### src/rtl/mem_arbiter.sv
// -----------------------------------------------------------------------------
// mem_arbiter
//
// Shares one line-wide main-memory port between the I-cache miss path and the
// D-cache miss/write-back path. One request is accepted at a time and each
// grant runs exactly one memory transaction. Simultaneous requests are
// resolved round-robin; after reset the D side wins the first tie.
//
// Ports
//   Clk, Reset_N         : clock (rising edge), asynchronous active-low reset
//   i_req / i_addr       : I-side line-fill request, held until i_ack
//   i_ack / i_rdata      : one-cycle completion pulse and returned line
//   d_req / d_we         : D-side request, 1 = line write-back, 0 = line fill
//   d_addr / d_wdata     : D-side address and write-back line
//   d_ack / d_rdata      : one-cycle completion pulse and returned line
//   mem_readM/mem_writeM : memory strobes, high for the whole transaction
//   mem_address          : line-aligned address (0 while no transaction)
//   mem_wdata            : write line (0 while no transaction)
//   mem_rdata/mem_ready  : memory read line and single-cycle completion
//   num_mem_access       : wrapping count of completed memory transactions
// -----------------------------------------------------------------------------
module mem_arbiter #(
  parameter int WORD_SIZE  = 16,
  // Must be a power of 2: the line offset is cleared with a bit mask.
  parameter int LINE_WORDS = 4,
  parameter int LINE_BITS  = WORD_SIZE * LINE_WORDS
) (
  input  logic                 Clk,
  input  logic                 Reset_N,
  input  logic                 i_req,
  input  logic [WORD_SIZE-1:0] i_addr,
  output logic                 i_ack,
  output logic [LINE_BITS-1:0] i_rdata,
  input  logic                 d_req,
  input  logic                 d_we,
  input  logic [WORD_SIZE-1:0] d_addr,
  input  logic [LINE_BITS-1:0] d_wdata,
  output logic                 d_ack,
  output logic [LINE_BITS-1:0] d_rdata,
  output logic                 mem_readM,
  output logic                 mem_writeM,
  output logic [WORD_SIZE-1:0] mem_address,
  output logic [LINE_BITS-1:0] mem_wdata,
  input  logic [LINE_BITS-1:0] mem_rdata,
  input  logic                 mem_ready,
  output logic [WORD_SIZE-1:0] num_mem_access
);

  // Clears the word-within-line offset bits of an address.
  localparam logic [WORD_SIZE-1:0] LINE_MASK = ~WORD_SIZE'(LINE_WORDS - 1);

  typedef enum logic [2:0] {
    IDLE,
    BUSY_I,
    BUSY_D,
    RESP_I,
    RESP_D
  } state_e;

  state_e                 state_q, state_d;
  logic                   last_d_q, last_d_d;   // 1: D was served last
  logic [WORD_SIZE-1:0]   addr_q, addr_d;
  logic                   we_q, we_d;
  logic [LINE_BITS-1:0]   wdata_q, wdata_d;
  logic [LINE_BITS-1:0]   i_rdata_q, i_rdata_d;
  logic [LINE_BITS-1:0]   d_rdata_q, d_rdata_d;
  logic [WORD_SIZE-1:0]   count_q, count_d;

  logic                   grant_i, grant_d;
  logic                   busy;

  // Round-robin tie break: on a tie D wins unless D was the last one served.
  always_comb begin
    grant_d = d_req && (!i_req || !last_d_q);
    grant_i = i_req && !grant_d;
  end

  // ---------------------------------------------------------------------------
  // State register
  // ---------------------------------------------------------------------------
  // NOTE: sequential state uses non-blocking assignments so every flop samples
  // the values that existed before the edge, independent of block ordering.
  always_ff @(posedge Clk or negedge Reset_N) begin
    if (!Reset_N) begin
      state_q <= IDLE;
    end else begin
      state_q <= state_d;
    end
  end

  // ---------------------------------------------------------------------------
  // Next-state logic
  // ---------------------------------------------------------------------------
  // NOTE: each combinational output gets a default first, so no branch can
  // leave it unassigned and infer a latch.
  always_comb begin
    state_d = state_q;
    unique case (state_q)
      IDLE: begin
        if (grant_d) begin
          state_d = BUSY_D;
        end else if (grant_i) begin
          state_d = BUSY_I;
        end
      end
      BUSY_I:  if (mem_ready) state_d = RESP_I;
      BUSY_D:  if (mem_ready) state_d = RESP_D;
      RESP_I,
      RESP_D:  state_d = IDLE;
      default: state_d = IDLE;
    endcase
  end

  // ---------------------------------------------------------------------------
  // Datapath: request latch on grant, line capture and count on completion
  // ---------------------------------------------------------------------------
  always_comb begin
    last_d_d  = last_d_q;
    addr_d    = addr_q;
    we_d      = we_q;
    wdata_d   = wdata_q;
    i_rdata_d = i_rdata_q;
    d_rdata_d = d_rdata_q;
    count_d   = count_q;

    if (state_q == IDLE) begin
      if (grant_d) begin
        last_d_d = 1'b1;
        addr_d   = d_addr & LINE_MASK;
        we_d     = d_we;
        wdata_d  = d_wdata;
      end else if (grant_i) begin
        // I-side transactions are always reads.
        last_d_d = 1'b0;
        addr_d   = i_addr & LINE_MASK;
        we_d     = 1'b0;
        wdata_d  = '0;
      end
    end

    if (state_q == BUSY_I && mem_ready) begin
      i_rdata_d = mem_rdata;
      count_d   = count_q + 1'b1;
    end

    if (state_q == BUSY_D && mem_ready) begin
      // A write-back returns no line; the last fill stays visible.
      if (!we_q) begin
        d_rdata_d = mem_rdata;
      end
      count_d = count_q + 1'b1;
    end
  end

  always_ff @(posedge Clk or negedge Reset_N) begin
    if (!Reset_N) begin
      last_d_q  <= 1'b0;
      addr_q    <= '0;
      we_q      <= 1'b0;
      wdata_q   <= '0;
      i_rdata_q <= '0;
      d_rdata_q <= '0;
      count_q   <= '0;
    end else begin
      last_d_q  <= last_d_d;
      addr_q    <= addr_d;
      we_q      <= we_d;
      wdata_q   <= wdata_d;
      i_rdata_q <= i_rdata_d;
      d_rdata_q <= d_rdata_d;
      count_q   <= count_d;
    end
  end

  // ---------------------------------------------------------------------------
  // Output decode: strobes come only from state and latched values, never
  // from the requester inputs.
  // ---------------------------------------------------------------------------
  always_comb begin
    busy           = (state_q == BUSY_I) || (state_q == BUSY_D);
    mem_readM      = busy && !we_q;
    mem_writeM     = busy && we_q;
    mem_address    = busy ? addr_q  : '0;
    mem_wdata      = busy ? wdata_q : '0;
    i_ack          = (state_q == RESP_I);
    d_ack          = (state_q == RESP_D);
    i_rdata        = i_rdata_q;
    d_rdata        = d_rdata_q;
    num_mem_access = count_q;
  end

endmodule

### config.mk
export PLATFORM = sky130hd
export DESIGN_NAME = mem_arbiter
export DESIGN_NICKNAME = d
export VERILOG_FILES = /design/src/rtl/mem_arbiter.sv
export SDC_FILE = /design/constraint.sdc
export NUM_CORES = 1
export LEC_CHECK = 0
export BUFFER_PORTS_ARGS = -buffer_cell sky130_fd_sc_hd__buf_2
export CORE_AREA = 8 8 148 150
export CTS_BUF_LIST = sky130_fd_sc_hd__clkbuf_8
export CTS_CLUSTER_DIAMETER = 120
export DETAILED_ROUTE_END_ITERATION = 8
export DIE_AREA = 0 0 156 158
export PLACE_DENSITY_LB_ADDON = 0.3
export REMOVE_ABC_BUFFERS = 1
export SLEW_MARGIN = 20
export SYNTH_ARGS = -nofsm -noshare
export SYNTH_HDL_FRONTEND = slang
export SYNTH_SLANG_ARGS = --single-unit
export TNS_END_PERCENT = 1
### constraint.sdc
create_clock -name Clk -period 4.79 [get_ports Clk]
set_input_delay 0.958 -clock Clk [delete_from_list [all_inputs] [get_ports Clk]]
set_output_delay 0.958 -clock Clk [all_outputs]
set_load 0.01 [all_outputs]
==> reports/metrics.yaml <==
route:
  wirelength_um: 25610
  drc: 0
  dr.pass1.iters: 4
  avgRoutedWirePerCell_um: 19.09
  ant_nets: 0
  vias: 6574
  first_iter_violations: 287
  vias_per_cell: 4.902
cells_and_area:
  post-route-util: 0.6146
  final_cells: 1341
  syn2layout_area_growth_pct: 31.87
  drive_above_1_share: 0.5463
  nNetsFinal: 1212
floorplan:
  core_sq_um: 19710
  die_area_sq_um: 24650
  rows: 52
  dieHeight_um: 158
  die_x_um: 156
  io_pins: 394
  start_util: 0.4660
sta:
  fmax_mhz: 293.4
  tns_ns: 0
  hold_viol: 0
  rsz0062_at_grt: "no"
  post-route-min-period_ns: 3.408
  finClkSkew_ns: 0.008461
  setup_viol: 0
  period_share: 0.7115
  slew_headroom: 0.3460
  max_slew.worst_pin.slew_ns: 0.9810
  slew_violations: 0
worst_setup_path:
  critPathBufInv: 2
  reg2reg_to: "wdata_q[62]$_DFFE_PN0P_"
  slowest_stage: "dfrtp_1"
  r2r_cells: 4
  cp_num_cells: 5
  timing_worst_setup_path_type: "reg -> out"
  r2r_slack_ns: 2.43
  crit_chain: "xnor2_2, nor2_4, buf_4, and2_1, buf_2"
  slowest_delay_ns: 0.50
  cp.arrival_ns: 2.45
  critical_path.startpoint_type: "register"
  cp-end-kind: "primary output"
  worstPathMaxFanout: 30
  r2r_start: "state_q[0]$_DFFE_PN0P_"
  path_delay_family: "simple AND/OR/NAND/NOR gates"
  cp.required_ns: 3.83
place:
  port_buffers: 387
  post-place-cells: 1276
  dp_hpwl_um: 19000
  gp_congestion: 0.8141
clocking:
  clk_pin_slew_ns: 0.06
  clock_sinks: 227
  ctsHtreeMaxLevel: 2
  cts_tree: "yes"
  cts_hold_buf: 0
  cts-root-buf: "clkbuf_8"
  post_cts_resized: 0
  post_cts_buffers: 0
  insertion_delay_ns: 0.52
  cts_max_path_buffers: 3
  numCtsBuffers: 37
synthesis:
  yosysTopAreaCellShare: 0.6183
  yosysMostFrequentCell: "dfrtp_1"
  ys_warn_count: 0
  syn_area_sq_um: 9188
  synth_top_area_cell: "dfrtp_1"
  ys_ff_latch: 227
  synth_cells: 655
  synth_ff_type: "dfrtp_1"
  async_flop_share: 1.000
  synth_edf_count: 0
  synth_area_per_cell_sq_um: 14.03
  synth_seq_area_share: 0.6183
  ys_types: 36
  yosys-top-cells-area: "dfrtp_1 (62%), mux2_2 (15%), a22o_1 (6.2%), and2_1 (5.4%), mux2i_1 (1.5%)"
  synth_common_cells: "dfrtp_1 (227), mux2_2 (124), and2_1 (80)"
power:
  p_sw_mw: 3.012
  clkPwrFrac: 0.206
  combPwrFrac: 0.408
  worst_ir_drop_vdd_uv: 330.9
  pwr-share-seq: 0.386
  switching_share: 0.3588
  p_int_mw: 5.384
  finalPower_mw: 8.396
  p_leak_nw: 6.310
  p_per_area_nw_per_um2: 693.0
global_routing:
  grtUsageMet2: 0.3500
  globalRoute.totalOverflow: 0
  use_met1: 0.2364
  gr-usage-all-layers: 0.2049
  grt_pass1_vias: 7153
  grt_max_degree: 133
  top_usage_layer: "met2"
  grt_pass1_wl_um: 39630
  grt_util_met3: 0.07262
  antenna_found_initial: 3
status:
  status: "finished clean"
worst_hold_path:
  hold_start: "addr_q[14]$_DFFE_PN0P_"
  holdPathStages: 2
  min_to: "addr_q[14]$_DFFE_PN0P_"
  min_path_type: "reg -> reg"
flow_run:
  maxCapViolations: 0
## worst reg2reg max path: stages (launching register included)
cell and delay (ns):
dfrtp_1 0.50, nor3_1 0.42, and2_2 0.71, buf_4 0.48, a22o_1 0.20
## cells in the final DEF, fill, tap and decap left out, types with 2 or more instances in the layout
master	synthesis	layout
xor2_1	8	8
bufinv_16	0	3
o21ai_0	15	14
mux2_1	5	5
nor3b_1	3	2
mux2i_1	14	14
xnor2_1	7	7
buf_4	9	9
clkinv_2	0	3
and3_1	2	2
mux2_2	124	124
inv_6	0	2
nand3_1	7	7
nand4_1	5	5
nor2_1	5	4
nor2b_1	2	2
clkbuf_8	0	43
and2_1	80	79
nand2_1	18	17
dfrtp_1	227	227
nor3_1	8	8
buf_2	16	386
a22o_1	65	65
diode_2	0	2
inv_1	0	11
conb_1	1	2
## state kept, by name (all words and copies together) (netlist names)
name and count:
addr_q 14, last_d_q 1, wdata_q 64, num_mem_access 16, d_rdata 64, state_q 3
i_rdata 64, we_q 1
## worst max-delay path by stage
stage | start | endpoint | slack, ns
after floorplan | mem_ready | i_rdata[0]$_DFFE_PN0P_ | -1.69
final | state_q[0]$_DFFE_PN0P_ | mem_wdata[21] | 1.38
after CTS | state_q[0]$_DFFE_PN0P_ | mem_wdata[13] | 1.29
after global routing | state_q[0]$_DFFE_PN0P_ | mem_wdata[16] | 1.13
after global placement | state_q[0]$_DFFE_PN0P_ | mem_wdata[13] | 1.88
after detailed placement | state_q[0]$_DFFE_PN0P_ | mem_wdata[13] | 1.87
## cell families after synthesis
family          synth area share
flops                     0.6183
compound gates           0.07272
simple gates             0.09083
mux                       0.1734
fa+ha+maj               0.001362
xor+xnor                 0.01607
other cells            0.0004082
buf+inv                  0.02696
## through the flow
step / hold WS, ns / instance area (sq um) / setup WS [ns]
4_1_cts: 0.4762 / 12110 / 1.292
6_report: 0.4731 / 12120 / 1.382
2_1_floorplan: 0.4418 / 8944 / -1.687
5_1_grt: 0.4918 / 12110 / 1.133
3_5_place_dp: 0.4616 / 11350 / 1.874
3_3_place_gp: 0.4559 / 11350 / 1.877
## area by class of cell
cell class	count	area, sq um
Multi-Input combinational cell	382	3294
Clock buffer	43	591.8
Timing Repair Buffer	397	2034
Clock inverter	20	171.4
Antenna cell	2	5.005
Sequential cell	227	5680
Tap cell	270	337.8
Fill cell	1583	7599
## per-layer routing
metal / vias up / wire, um / share of wire
li1: 3093 / - / -
met1: 3151 / 9751 / 0.38
met2: 276 / 12920 / 0.50
met3: 50 / 2337 / 0.091
met4: 4 / 573 / 0.022
met5: - / 26 / 0.0010
## power by group through the flow
stage               logic, mW  clock network (mW)  registers (mW)
floorplan                1.74                   0            3.47
global placement         3.44                   0            3.23
detailed placement       3.51                   0            3.26
CTS                      3.50                1.78            3.24
global route             3.74                1.88            3.36
finish                   3.43                1.73            3.24
(Power assumes the default switching activity.)
